File: config.mk
export PLATFORM = sky130hd
export DESIGN_NAME = reg_list_encoder_flat
export DESIGN_NICKNAME = d
export VERILOG_FILES = /design/src/rtl/reg_list_encoder_if.sv /design/src/rtl/reg_list_encoder.sv /design/src/flat_wrapper.sv
export SDC_FILE = /design/constraint.sdc
export NUM_CORES = 1
export LEC_CHECK = 0
export BUFFER_PORTS_ARGS = -buffer_cell sky130_fd_sc_hd__buf_2
export CORE_AREA = 2 2 65 67
export DETAILED_ROUTE_END_ITERATION = 8
export DIE_AREA = 0 0 67 69
export PLACE_DENSITY = 0.78
export SLEW_MARGIN = 20
export SYNTH_ARGS = -nofsm -noshare
export SYNTH_HDL_FRONTEND = slang
export SYNTH_SLANG_ARGS = --single-unit
File: constraint.sdc
create_clock -name clk -period 4.2 [get_ports clk]
set_input_delay 0.84 -clock clk [delete_from_list [all_inputs] [get_ports clk]]
set_output_delay 0.84 -clock clk [all_outputs]
set_load 0.1 [all_outputs]
File: src/rtl/reg_list_encoder_if.sv
// Handshake and result bundle between the LDM/STM control logic and the
// register-list encoder.
interface reg_list_encoder_if #(
    parameter int unsigned LIST_W = 16
);
    logic              start;
    logic [LIST_W-1:0] reg_list;
    logic              advance;
    logic              busy;
    logic              valid;
    logic [3:0]        reg_num;
    logic [4:0]        beat;
    logic              first;
    logic              last;
    logic [4:0]        count;
    logic              done;

    modport master (
        output start, reg_list, advance,
        input  busy, valid, reg_num, beat, first, last, count, done
    );

    modport slave (
        input  start, reg_list, advance,
        output busy, valid, reg_num, beat, first, last, count, done
    );
endinterface

File: src/rtl/reg_list_encoder.sv
// Sequential register-list encoder: walks a 16-bit LDM/STM register list
// lowest-first and presents one 4-bit register index per accepted beat.
module reg_list_encoder #(
    parameter int unsigned LIST_W = 16
) (
    input  logic                clk,
    input  logic                reset_n,
    reg_list_encoder_if.slave   bus
);

    typedef enum logic [1:0] {
        IDLE,
        RUN,
        DONE
    } state_t;

    state_t            state;
    state_t            state_nxt;
    logic [LIST_W-1:0] remaining;
    logic [4:0]        beat_q;
    logic [4:0]        count_q;
    logic [3:0]        low_idx;
    logic              one_left;
    logic [4:0]        list_pop;
    logic              run;

    assign run = (state == RUN);

    // Lowest set bit of the remaining list; scanning downwards lets the
    // lowest hit overwrite any higher one.
    always_comb begin
        low_idx = '0;
        for (int unsigned i = LIST_W; i > 0; i--) begin
            if (remaining[i-1]) begin
                low_idx = 4'(i - 1);
            end
        end
    end

    // Exactly one bit left: non-zero and clearing the lowest bit empties it.
    assign one_left = (remaining != '0) &&
                      ((remaining & (remaining - LIST_W'(1))) == '0);

    // Population count of the incoming list, loaded on an accepted start.
    always_comb begin
        list_pop = '0;
        for (int unsigned i = 0; i < LIST_W; i++) begin
            list_pop = list_pop + 5'(bus.reg_list[i]);
        end
    end

    // State register.
    always_ff @(posedge clk or negedge reset_n) begin
        if (!reset_n) begin
            state <= IDLE;
        end else begin
            state <= state_nxt;
        end
    end

    // Next-state decode.
    always_comb begin
        state_nxt = state;
        case (state)
            IDLE: begin
                if (bus.start) begin
                    state_nxt = (bus.reg_list != '0) ? RUN : DONE;
                end
            end
            RUN: begin
                if (bus.advance && one_left) begin
                    state_nxt = DONE;
                end
            end
            DONE:    state_nxt = IDLE;
            default: state_nxt = IDLE;
        endcase
    end

    // List, beat and count registers: load on start, consume on advance.
    always_ff @(posedge clk or negedge reset_n) begin
        if (!reset_n) begin
            remaining <= '0;
            beat_q    <= '0;
            count_q   <= '0;
        end else if (state == IDLE) begin
            if (bus.start) begin
                remaining <= bus.reg_list;
                count_q   <= list_pop;
                beat_q    <= '0;
            end
        end else if (run && bus.advance) begin
            remaining <= remaining & (remaining - LIST_W'(1));
            beat_q    <= beat_q + 5'd1;
        end
    end

    assign bus.busy    = (state != IDLE);
    assign bus.valid   = run;
    assign bus.reg_num = run ? low_idx : '0;
    assign bus.beat    = beat_q;
    assign bus.first   = run && (beat_q == '0);
    assign bus.last    = run && one_left;
    assign bus.count   = count_q;
    assign bus.done    = (state == DONE);

endmodule

File: src/flat_wrapper.sv
// flat-port wrapper written by rule: the top's interface ports become plain ports
module reg_list_encoder_flat 
#(
    parameter int unsigned LIST_W = 16
)
  (clk, reset_n, bus_start, bus_reg_list, bus_advance, bus_busy, bus_valid, bus_reg_num, bus_beat, bus_first, bus_last, bus_count, bus_done);
  reg_list_encoder_if #(.LIST_W(LIST_W)) bus_i ();
  input  logic clk;
  input  logic reset_n;
  input wire logic [$bits(bus_i.start)-1:0] bus_start;
  input wire logic [$bits(bus_i.reg_list)-1:0] bus_reg_list;
  input wire logic [$bits(bus_i.advance)-1:0] bus_advance;
  output wire logic [$bits(bus_i.busy)-1:0] bus_busy;
  output wire logic [$bits(bus_i.valid)-1:0] bus_valid;
  output wire logic [$bits(bus_i.reg_num)-1:0] bus_reg_num;
  output wire logic [$bits(bus_i.beat)-1:0] bus_beat;
  output wire logic [$bits(bus_i.first)-1:0] bus_first;
  output wire logic [$bits(bus_i.last)-1:0] bus_last;
  output wire logic [$bits(bus_i.count)-1:0] bus_count;
  output wire logic [$bits(bus_i.done)-1:0] bus_done;
  assign bus_i.start = bus_start;
  assign bus_i.reg_list = bus_reg_list;
  assign bus_i.advance = bus_advance;
  assign bus_busy = bus_i.busy;
  assign bus_valid = bus_i.valid;
  assign bus_reg_num = bus_i.reg_num;
  assign bus_beat = bus_i.beat;
  assign bus_first = bus_i.first;
  assign bus_last = bus_i.last;
  assign bus_count = bus_i.count;
  assign bus_done = bus_i.done;
  reg_list_encoder #(.LIST_W(LIST_W)) u_core (.clk(clk), .reset_n(reset_n), .bus(bus_i));
endmodule
==> summary.md, run 1 <==
### Outcome
• finished, final reports clean — result of the run

### Placement
• 38 — IO buf count
• 333 — count of placed standard cells including taps
• 0.856 — routability-driven placement congestion ratio
• 3670 µm — HPWL after detailed placement

### Flow run
• 0 — Maximum Capacitance Violations

### GRT
• 21.8% — aggregate global-route resource usage
• 0 — antenna violations before repair
• 29 — pin count of the biggest net entering global routing
• 1,818 — via count of the first global-routing pass
• 0 — leftover overflow at the end of global routing
• 7980 µm — first-pass GRT wire length

### Synth
• 1.01% — multiplexer share of the synthesized area
• 100% — Async S/R FF share, synth
• 15.9% — Post-Synth Adder-Cell Area
• 250 — gate count after technology mapping
• simple AND/OR/NAND/NOR gates — dominant combinational cell family by area after synthesis
• 0 — Synthesis Warnings
• 50 — number of distinct library cells after synthesis
• sky130_fd_sc_hd__dfrtp_1 — most used flip-flop cell after synthesis
• 289 — Synth Net Count
• 8.40 µm² — Avg Cell Area, Syn
• 22.1% — basic-gate share of the synthesized area counting and, or, nand and nor cells
• 2100 µm² — synthesized cell area
• 33.4% — sequential share of the synthesized area
• 0 — number of enable-type register cells in the synthesized netlist
• 2.50% — Synth Area in XOR/XNOR
• 28 — number of register bits inferred by synthesis
• 17.0% — synthesized-area fraction occupied by ao, oa, aoi and oai cells

### Final layout
• 327 — Net count, final
• 61.9% — final cell utilization of the core
• 20.6% — ratio of cells with drive above 1 in the final layout
• 15.4% — synthesis-to-layout area growth
• 0 — Antenna Cells
• 337 — Final Non-Filler Cells

### Clock tree
• sky130_fd_sc_hd__clkbuf_8 — root buffer cell
• 28 — clock sinks
• done — CTS tree
• 0.27 ns — Skew-Pair Late Insertion Delay
• 1 — # H-tree levels
• 0.09 ns — Worst-path clk slew
• 0 — setup fix buffers added after clock tree synthesis
• 2 — maximum clock insertion buffer count
• 3 — Num CTS Buffers

### Power
• 394 nW/µm² — Pwr per Cell Area
• 0.000545 W — cell internal pwr
• 0.000954 W — Overall Power
• 1.22 nW — Leak Pwr
• 22.0% — Clk network pwr share
• 0.232 mV — Max VDD drop
• 45.2% — share of total power in combinational logic
• 32.8% — part of the total power dissipated in sequential elements
• 42.8% — fraction of power spent switching nets
• 0.000408 W — P_sw

### Worst setup path
• 4.21 ns — worst endpoint data arrival time
• 2 — maximum net fanout on the critical path
• bus_reg_list[0] — Critical Path Source
• register — Critical Path Sink Type
• u_core.bus.count[1]$_DFFE_PN0P_ — Critical Path End
• 4.38 ns — Worst EP required
• in -> reg — worst setup path category
• u_core.state[1]$_DFFE_PN0P_ — endpoint of the most critical register-to-register path
• 1.71 ns — setup slack of the most critical reg-to-reg path
• u_core.remaining[3]$_DFFE_PN0P_ — launch instance of the worst register-to-register path
• 6 — number of cells on the worst reg-to-reg path
• input port — kind of launch point of the worst setup path

### Drt
• 5.58 — per-cell via count in the routed design
• 1,882 — vias after detailed routing
• 4 — number of optimization iterations in the first detailed-route pass
• 13.8 µm — DR WL/cell
• 0 — Post-DRT Antenna Nets
• 0 — detailed-route DRC error count
• 131 — initial DRC count
• 4670 µm — final routed wirelength across all metal layers

### Timing
• 96.1% — post-route clock period utilization
• 43.3% — worst slew margin relative to its limit
• 0 — final hold viol count
• 0 — final setup violating endpoints
• 0 — Max Transition Viols Final
• 248 MHz — maximum clock frequency
• 0.847 ns — transition time at the pin with the least slew margin
• 0.498 ns — Final Hold Slack
• 0.00424 ns — worst clock skew
• 4.04 ns — min cycle time layout
• 0 ns — accumulated negative setup slack

### Floorplanning
• 4620 µm² — area enclosed by the die boundary
• 23 — row count
• 39 — Top Ports
• 69 µm — die height
• 53.6% — effective utilization at floorplan
• 67 µm — width of the chip
• 3910 µm² — core footprint

### Hold path
• reg -> reg — class of the most critical hold timing path

-- power by group through the flow --
stage          clock, W  sequential, W  combinational [W]
2_1_floorplan         0       0.000460           0.000193
3_3_place_gp          0       0.000318           0.000414
3_5_place_dp          0       0.000318           0.000423
4_1_cts        0.000214       0.000313           0.000424
5_1_grt        0.000223       0.000317           0.000472
6_report       0.000209       0.000313           0.000431
-- worst min path at each step --
| stage | from | endpoint | slack (ns) | depth (start not counted) |
|---|---|---|---|---|
| after global routing | u_core.bus.count[1]$_DFFE_PN0P_ | u_core.bus.count[1]$_DFFE_PN0P_ | 0.53 | 2 |
| after CTS | u_core.bus.count[3]$_DFFE_PN0P_ | u_core.bus.count[3]$_DFFE_PN0P_ | 0.51 | 2 |
| after detailed placement | u_core.bus.count[3]$_DFFE_PN0P_ | u_core.bus.count[3]$_DFFE_PN0P_ | 0.48 | 2 |
| final | u_core.bus.count[0]$_DFFE_PN0P_ | u_core.bus.count[0]$_DFFE_PN0P_ | 0.50 | 2 |
| after floorplan | reset_n | u_core.bus.beat[0]$_DFFE_PN0P_ | 0.54 | 0 |
| after global placement | u_core.bus.count[3]$_DFFE_PN0P_ | u_core.bus.count[3]$_DFFE_PN0P_ | 0.47 | 2 |
-- registers in the layout, summed over array words and instances (netlist names) --
name              cells
u_core.remaining     16
u_core.bus.beat       5
u_core.bus.count      5
u_core.state          2
-- kinds of logic (layout without fill, tap and decap cells) --
| logic type | count (synthesis) | in the layout |
|---|---|---|
| AND/OR/NAND/NOR | 94 | 94 |
| buffers and inverters | 40 | 77 |
| XOR/XNOR | 6 | 6 |
| flip-flops | 28 | 28 |
| AO/OA/AOI/OAI | 59 | 59 |
| adder cells (fa/ha/maj) | 21 | 21 |
| multiplexers | 2 | 2 |
-- Yosys cell counts (all sizes together) (2+ instances only) --
master	instances	share of area, %
a21oi	6	1.4
and2	2	0.60
buf	2	1.3
clkbuf	8	1.4
dfrtp	28	33
fa	10	9.5
ha	9	5.4
inv	30	5.4
maj3	2	1.0
nand2	30	5.4
nand2b	4	1.2
nand3	3	0.71
nand4	3	0.89
nor2	27	4.8
nor2b	2	0.60
nor3	4	0.95
nor4	10	3.3
nor4b	2	0.83
o21ai	35	8.3
o22ai	2	0.60
o31ai	2	0.71
o32ai	2	1.2
or3	3	1.2
or4	2	0.89
xnor2	2	0.83
xor2	4	1.7
-- final cells by class --
type / count / area (µm²)
fill: 386 / 1490
sequential: 28 / 701
clock inverter: 1 / 30.0
inverter: 30 / 113
clock buffer: 3 / 41.3
timing repair buffer: 43 / 228
multi-input combinational: 182 / 1250
tap: 50 / 62.6
-- per-layer routing --
metal,share of wire [%],track usage [%],vias up
li1,-,-,934
met1,44,29.8,896
met2,51,36.7,48
met3,3.6,1.63,4
met4,1.0,6.35,0
met5,0,0,-
-- worst max-delay path: stages --
cell and delay [ns]:
sky130_fd_sc_hd__buf_2 0.09, sky130_fd_sc_hd__inv_1 0.05, sky130_fd_sc_hd__ha_1 0.28, sky130_fd_sc_hd__inv_1 0.07, sky130_fd_sc_hd__fa_1 0.43, sky130_fd_sc_hd__fa_1 0.49, sky130_fd_sc_hd__fa_1 0.53, sky130_fd_sc_hd__fa_1 0.43
sky130_fd_sc_hd__fa_1 0.37, sky130_fd_sc_hd__inv_1 0.10, sky130_fd_sc_hd__fa_2 0.44, sky130_fd_sc_hd__nand2_1 0.07, sky130_fd_sc_hd__nand2_1 0.04
-- through the flow --
step | setup slack [ns] | cell area [µm²]
after global placement | -0.124 | 2350
after detailed placement | -0.182 | 2350
after floorplan | 0.0224 | 2110
final | 0.162 | 2420
after CTS | 0.115 | 2420
after global routing | -0.00888 | 2420
-- cells in the final DEF (no fill, tap or decap), types with 4 or more instances in the layout --
cell type	count
sky130_fd_sc_hd__a21oi_1	5
sky130_fd_sc_hd__buf_2	38
sky130_fd_sc_hd__buf_4	5
sky130_fd_sc_hd__dfrtp_1	28
sky130_fd_sc_hd__fa_1	9
sky130_fd_sc_hd__ha_1	9
sky130_fd_sc_hd__inv_1	30
sky130_fd_sc_hd__nand2_1	30
sky130_fd_sc_hd__nand2b_1	4
sky130_fd_sc_hd__nor2_1	27
sky130_fd_sc_hd__nor3_1	4
sky130_fd_sc_hd__nor4_1	7
sky130_fd_sc_hd__o21ai_0	31
sky130_fd_sc_hd__o21ai_1	4
sky130_fd_sc_hd__xor2_1	4
-- timing repair --
action / CTS / global route
gates resized for setup: 0 / 2
endpoints found under the setup margin: 0 / 2
hold buffers: 0 / 0
(Power assumes the default switching activity.)
==> run 2: changes to the inputs <==
--- a/config.mk
+++ b/config.mk
@@ -6,10 +6,10 @@
 export NUM_CORES = 1
 export LEC_CHECK = 0
 export BUFFER_PORTS_ARGS = -buffer_cell sky130_fd_sc_hd__buf_2
-export CORE_AREA = 2 2 65 67
+export CORE_AREA = 2 2 68 70
 export DETAILED_ROUTE_END_ITERATION = 8
-export DIE_AREA = 0 0 67 69
-export PLACE_DENSITY = 0.78
+export DIE_AREA = 0 0 70 72
+export PLACE_DENSITY = 0.72
 export SLEW_MARGIN = 20
 export SYNTH_ARGS = -nofsm -noshare
 export SYNTH_HDL_FRONTEND = slang
==> run 2 against run 1 <==
Routed wire length up 1.0%. Critical path depth unchanged. Sequential share of layout area up 0.15 points. Via count down 2.1%. Sequential cell count unchanged. Register-to-register slack worse by 0.04 ns. Fmax down 1.4%. Utilization down 5.4 points. Final cell count unchanged.
==> summary.md, run 2 (synthesis gave the netlist of run 1 again) <==
### Outcome
• finished, final reports clean — result of the run

### Hold path
• u_core.bus.count[0]$_DFFE_PN0P_ — Hold Startpoint
• 2 — worst hold path depth, unchanged
• reg -> reg — class of the most critical hold timing path
• u_core.bus.count[0]$_DFFE_PN0P_ — end point of the worst hold path

### Power
• 0.000954 W — Overall Power, about the same
• 0.000411 W — P_sw, +0.57%
• 1.22 nW — Leak Pwr, -0.73%
• 0.000543 W — cell internal pwr, -0.35%
• 44.9% — share of total power in combinational logic, -0.3 points
• 32.8% — part of the total power dissipated in sequential elements, about the same
• 22.4% — Clk network pwr share, +0.4 points
• 0.307 mV — Max VDD drop, +32%
• 396 nW/µm² — Pwr per Cell Area, +0.56%
• 43.1% — fraction of power spent switching nets, +0.22 points

### Worst setup path
• register — Critical Path Sink Type
• in -> reg — worst setup path category
• 4 — critical path buffer and inverter count, unchanged
• 6 — number of cells on the worst reg-to-reg path, unchanged
• 2 — maximum net fanout on the critical path, unchanged
• u_core.remaining[3]$_DFFE_PN0P_ — launch instance of the worst register-to-register path
• sky130_fd_sc_hd__fa_1 — cell seen most often among critical-path stages
• adder cells — cell family with most CP delay
• buf_2, inv_1, ha_1, inv_1, fa_1, fa_1, fa_1, fa_1, fa_1, inv_1, fa_2, nand2_1, nand2_1 — cells traversed along the worst timing path
• 4.28 ns — worst endpoint data arrival time, +0.07 ns
• sky130_fd_sc_hd__fa_1 — slowest library cell on the worst path
• 1.67 ns — setup slack of the most critical reg-to-reg path, -0.04 ns
• u_core.state[1]$_DFFE_PN0P_ — endpoint of the most critical register-to-register path
• input port — kind of launch point of the worst setup path
• 0.59 ns — Slowest Stage Delay on Critical Path, +0.06 ns
• 4.38 ns — Worst EP required, about the same

### Floorplanning
• 39 — Top Ports, unchanged
• 70 µm — width of the chip, +4.5%
• 72 µm — die height, +4.3%
• 4260 µm² — core footprint, +9.0%
• 5040 µm² — area enclosed by the die boundary, +9.0%
• 24 — row count, +4.3%
• 49.2% — effective utilization at floorplan, -4.4 points

### GRT
• 20.0% — aggregate global-route resource usage, -1.8 points
• 8010 µm — first-pass GRT wire length, +0.43%
• 29 — pin count of the biggest net entering global routing, unchanged
• 0 — antenna violations before repair, unchanged
• 0 — leftover overflow at the end of global routing, unchanged
• 1,680 — via count of the first global-routing pass, -7.6%

### Final layout
• sky130_fd_sc_hd__buf_2, sky130_fd_sc_hd__o21ai_0, sky130_fd_sc_hd__inv_1, sky130_fd_sc_hd__nand2_1, sky130_fd_sc_hd__dfrtp_1 — most frequent cells in the layout
• 16 — number of flip-flops under the largest register name, unchanged
• 701 µm² — Sequential cell area, unchanged
• 325 — Net count, final, -0.61%
• 56.5% — final cell utilization of the core, -5.4 points
• 337 — Final Non-Filler Cells, unchanged
• 2410 µm² — Design Area, Final, -0.52%
• 20.0% — ratio of cells with drive above 1 in the final layout, -0.56 points
• u_core.remaining — most flop-heavy register
• 1250 µm² — area of the multi-input gates, unchanged
• sky130_fd_sc_hd__buf_2 — most common library cell in the layout ignoring fill and taps
• 14.8% — synthesis-to-layout area growth
• 0 — Antenna Cells, unchanged
• 410 — layout filler cell count, +6.2%

### Placement
• 0.896 — routability-driven placement congestion ratio, +4.8%
• 3760 µm — HPWL after detailed placement, +2.6%
• 333 — count of placed standard cells including taps, unchanged
• 2330 µm² — Area after DPL, -0.53%
• 38 — IO buf count, unchanged

### Drt
• 14.0 µm — DR WL/cell, +1.0%
• 4720 µm — final routed wirelength across all metal layers, +1.0%
• 0 — detailed-route DRC error count, unchanged
• 5.47 — per-cell via count in the routed design, -2.1%
• 121 — initial DRC count, -7.6%
• 0 — Post-DRT Antenna Nets, unchanged
• 4 — number of optimization iterations in the first detailed-route pass, unchanged
• 1,842 — vias after detailed routing, -2.1%

### Timing
• 0 — Max Transition Viols Final, unchanged
• 244 MHz — maximum clock frequency, -1.4%
• 4.10 ns — min cycle time layout, +0.0582 ns
• 59.3% — worst slew margin relative to its limit, +16 points
• 0.610 ns — transition time at the pin with the least slew margin, -0.237 ns
• 0.00716 ns — worst clock skew, +0.00292 ns
• 0 — final hold viol count, unchanged
• 0.488 ns — Final Hold Slack, -0.0104 ns
• 0 — final setup violating endpoints, unchanged
• 97.5% — post-route clock period utilization, +1.4 points

### Clock tree
• done — CTS tree
• 28 — clock sinks, unchanged
• 1 — # H-tree levels, unchanged
• sky130_fd_sc_hd__clkbuf_8 — root buffer cell
• 3 — Num CTS Buffers, unchanged
• 2 — maximum clock insertion buffer count, unchanged
• 0.10 ns — Worst-path clk slew, about the same
• 0 — setup fix buffers added after clock tree synthesis, unchanged
• 0.28 ns — Skew-Pair Late Insertion Delay, about the same

### Flow run
• 0 — Maximum Capacitance Violations, unchanged

## run 2: cell types whose count changed in the layout (fill, tap and decap cells not counted)
cell / change
sky130_fd_sc_hd__buf_4: -2
## run 2: what timing repair did
item	in CTS	in global routing
gates resized for setup	0	2
endpoints found under the setup margin	0	1
hold buffers	0	0
## run 2: layout make-up
class	count	share of cell area [%]
clock inverter	1	1.25
timing repair buffer	41	8.82
tap	52	2.70
inverter	30	4.67
clock buffer	3	1.71
sequential	28	29.1
multi-input combinational	182	51.8
## run 2: worst max path at each step
stage | startpoint | end | slack (ns) | cells after the start
detailed placement | bus_reg_list[0] | u_core.bus.count[4]$_DFFE_PN0P_ | -0.20 | 14
global route | bus_reg_list[0] | u_core.bus.count[4]$_DFFE_PN0P_ | -0.004 | 14
finish | bus_reg_list[0] | u_core.bus.count[1]$_DFFE_PN0P_ | 0.10 | 13
CTS | bus_reg_list[0] | u_core.bus.count[4]$_DFFE_PN0P_ | 0.11 | 14
global placement | bus_reg_list[0] | u_core.bus.count[4]$_DFFE_PN0P_ | -0.11 | 14
floorplan | u_core.remaining[2]$_DFFE_PN0P_ | bus_reg_num[3] | 0.02 | 4
## run 2: metal layers
metal  wire [µm]  track usage (%)
met1        2190             28.7
met2        2290             32.5
met3         179             2.22
met4          51             5.77
met5           0                0
## run 2: power by group through the flow
stage	clock (W)	combinational (W)	sequential, W
after global placement	0	0.000411	0.000319
after floorplan	0	0.000193	0.000460
after CTS	0.000217	0.000424	0.000314
after detailed placement	0	0.000422	0.000319
final	0.000213	0.000428	0.000313
after global routing	0.000229	0.000471	0.000318
## run 2: through the flow
step / setup slack, ns / TNS (ns)
2_1_floorplan: 0.0224 / 0
5_1_grt: -0.00426 / -0.00426
3_3_place_gp: -0.111 / -0.276
4_1_cts: 0.114 / 0
6_report: 0.104 / 0
3_5_place_dp: -0.200 / -0.617
## run 2: worst reg2reg max path: stages (launching register included)
cell	delay, ns
sky130_fd_sc_hd__dfrtp_1	0.48
sky130_fd_sc_hd__or4_4	0.61
sky130_fd_sc_hd__or3_4	0.36
sky130_fd_sc_hd__maj3_2	0.32
sky130_fd_sc_hd__o32ai_2	0.27
sky130_fd_sc_hd__o2111ai_1	0.22
sky130_fd_sc_hd__o22ai_1	0.21
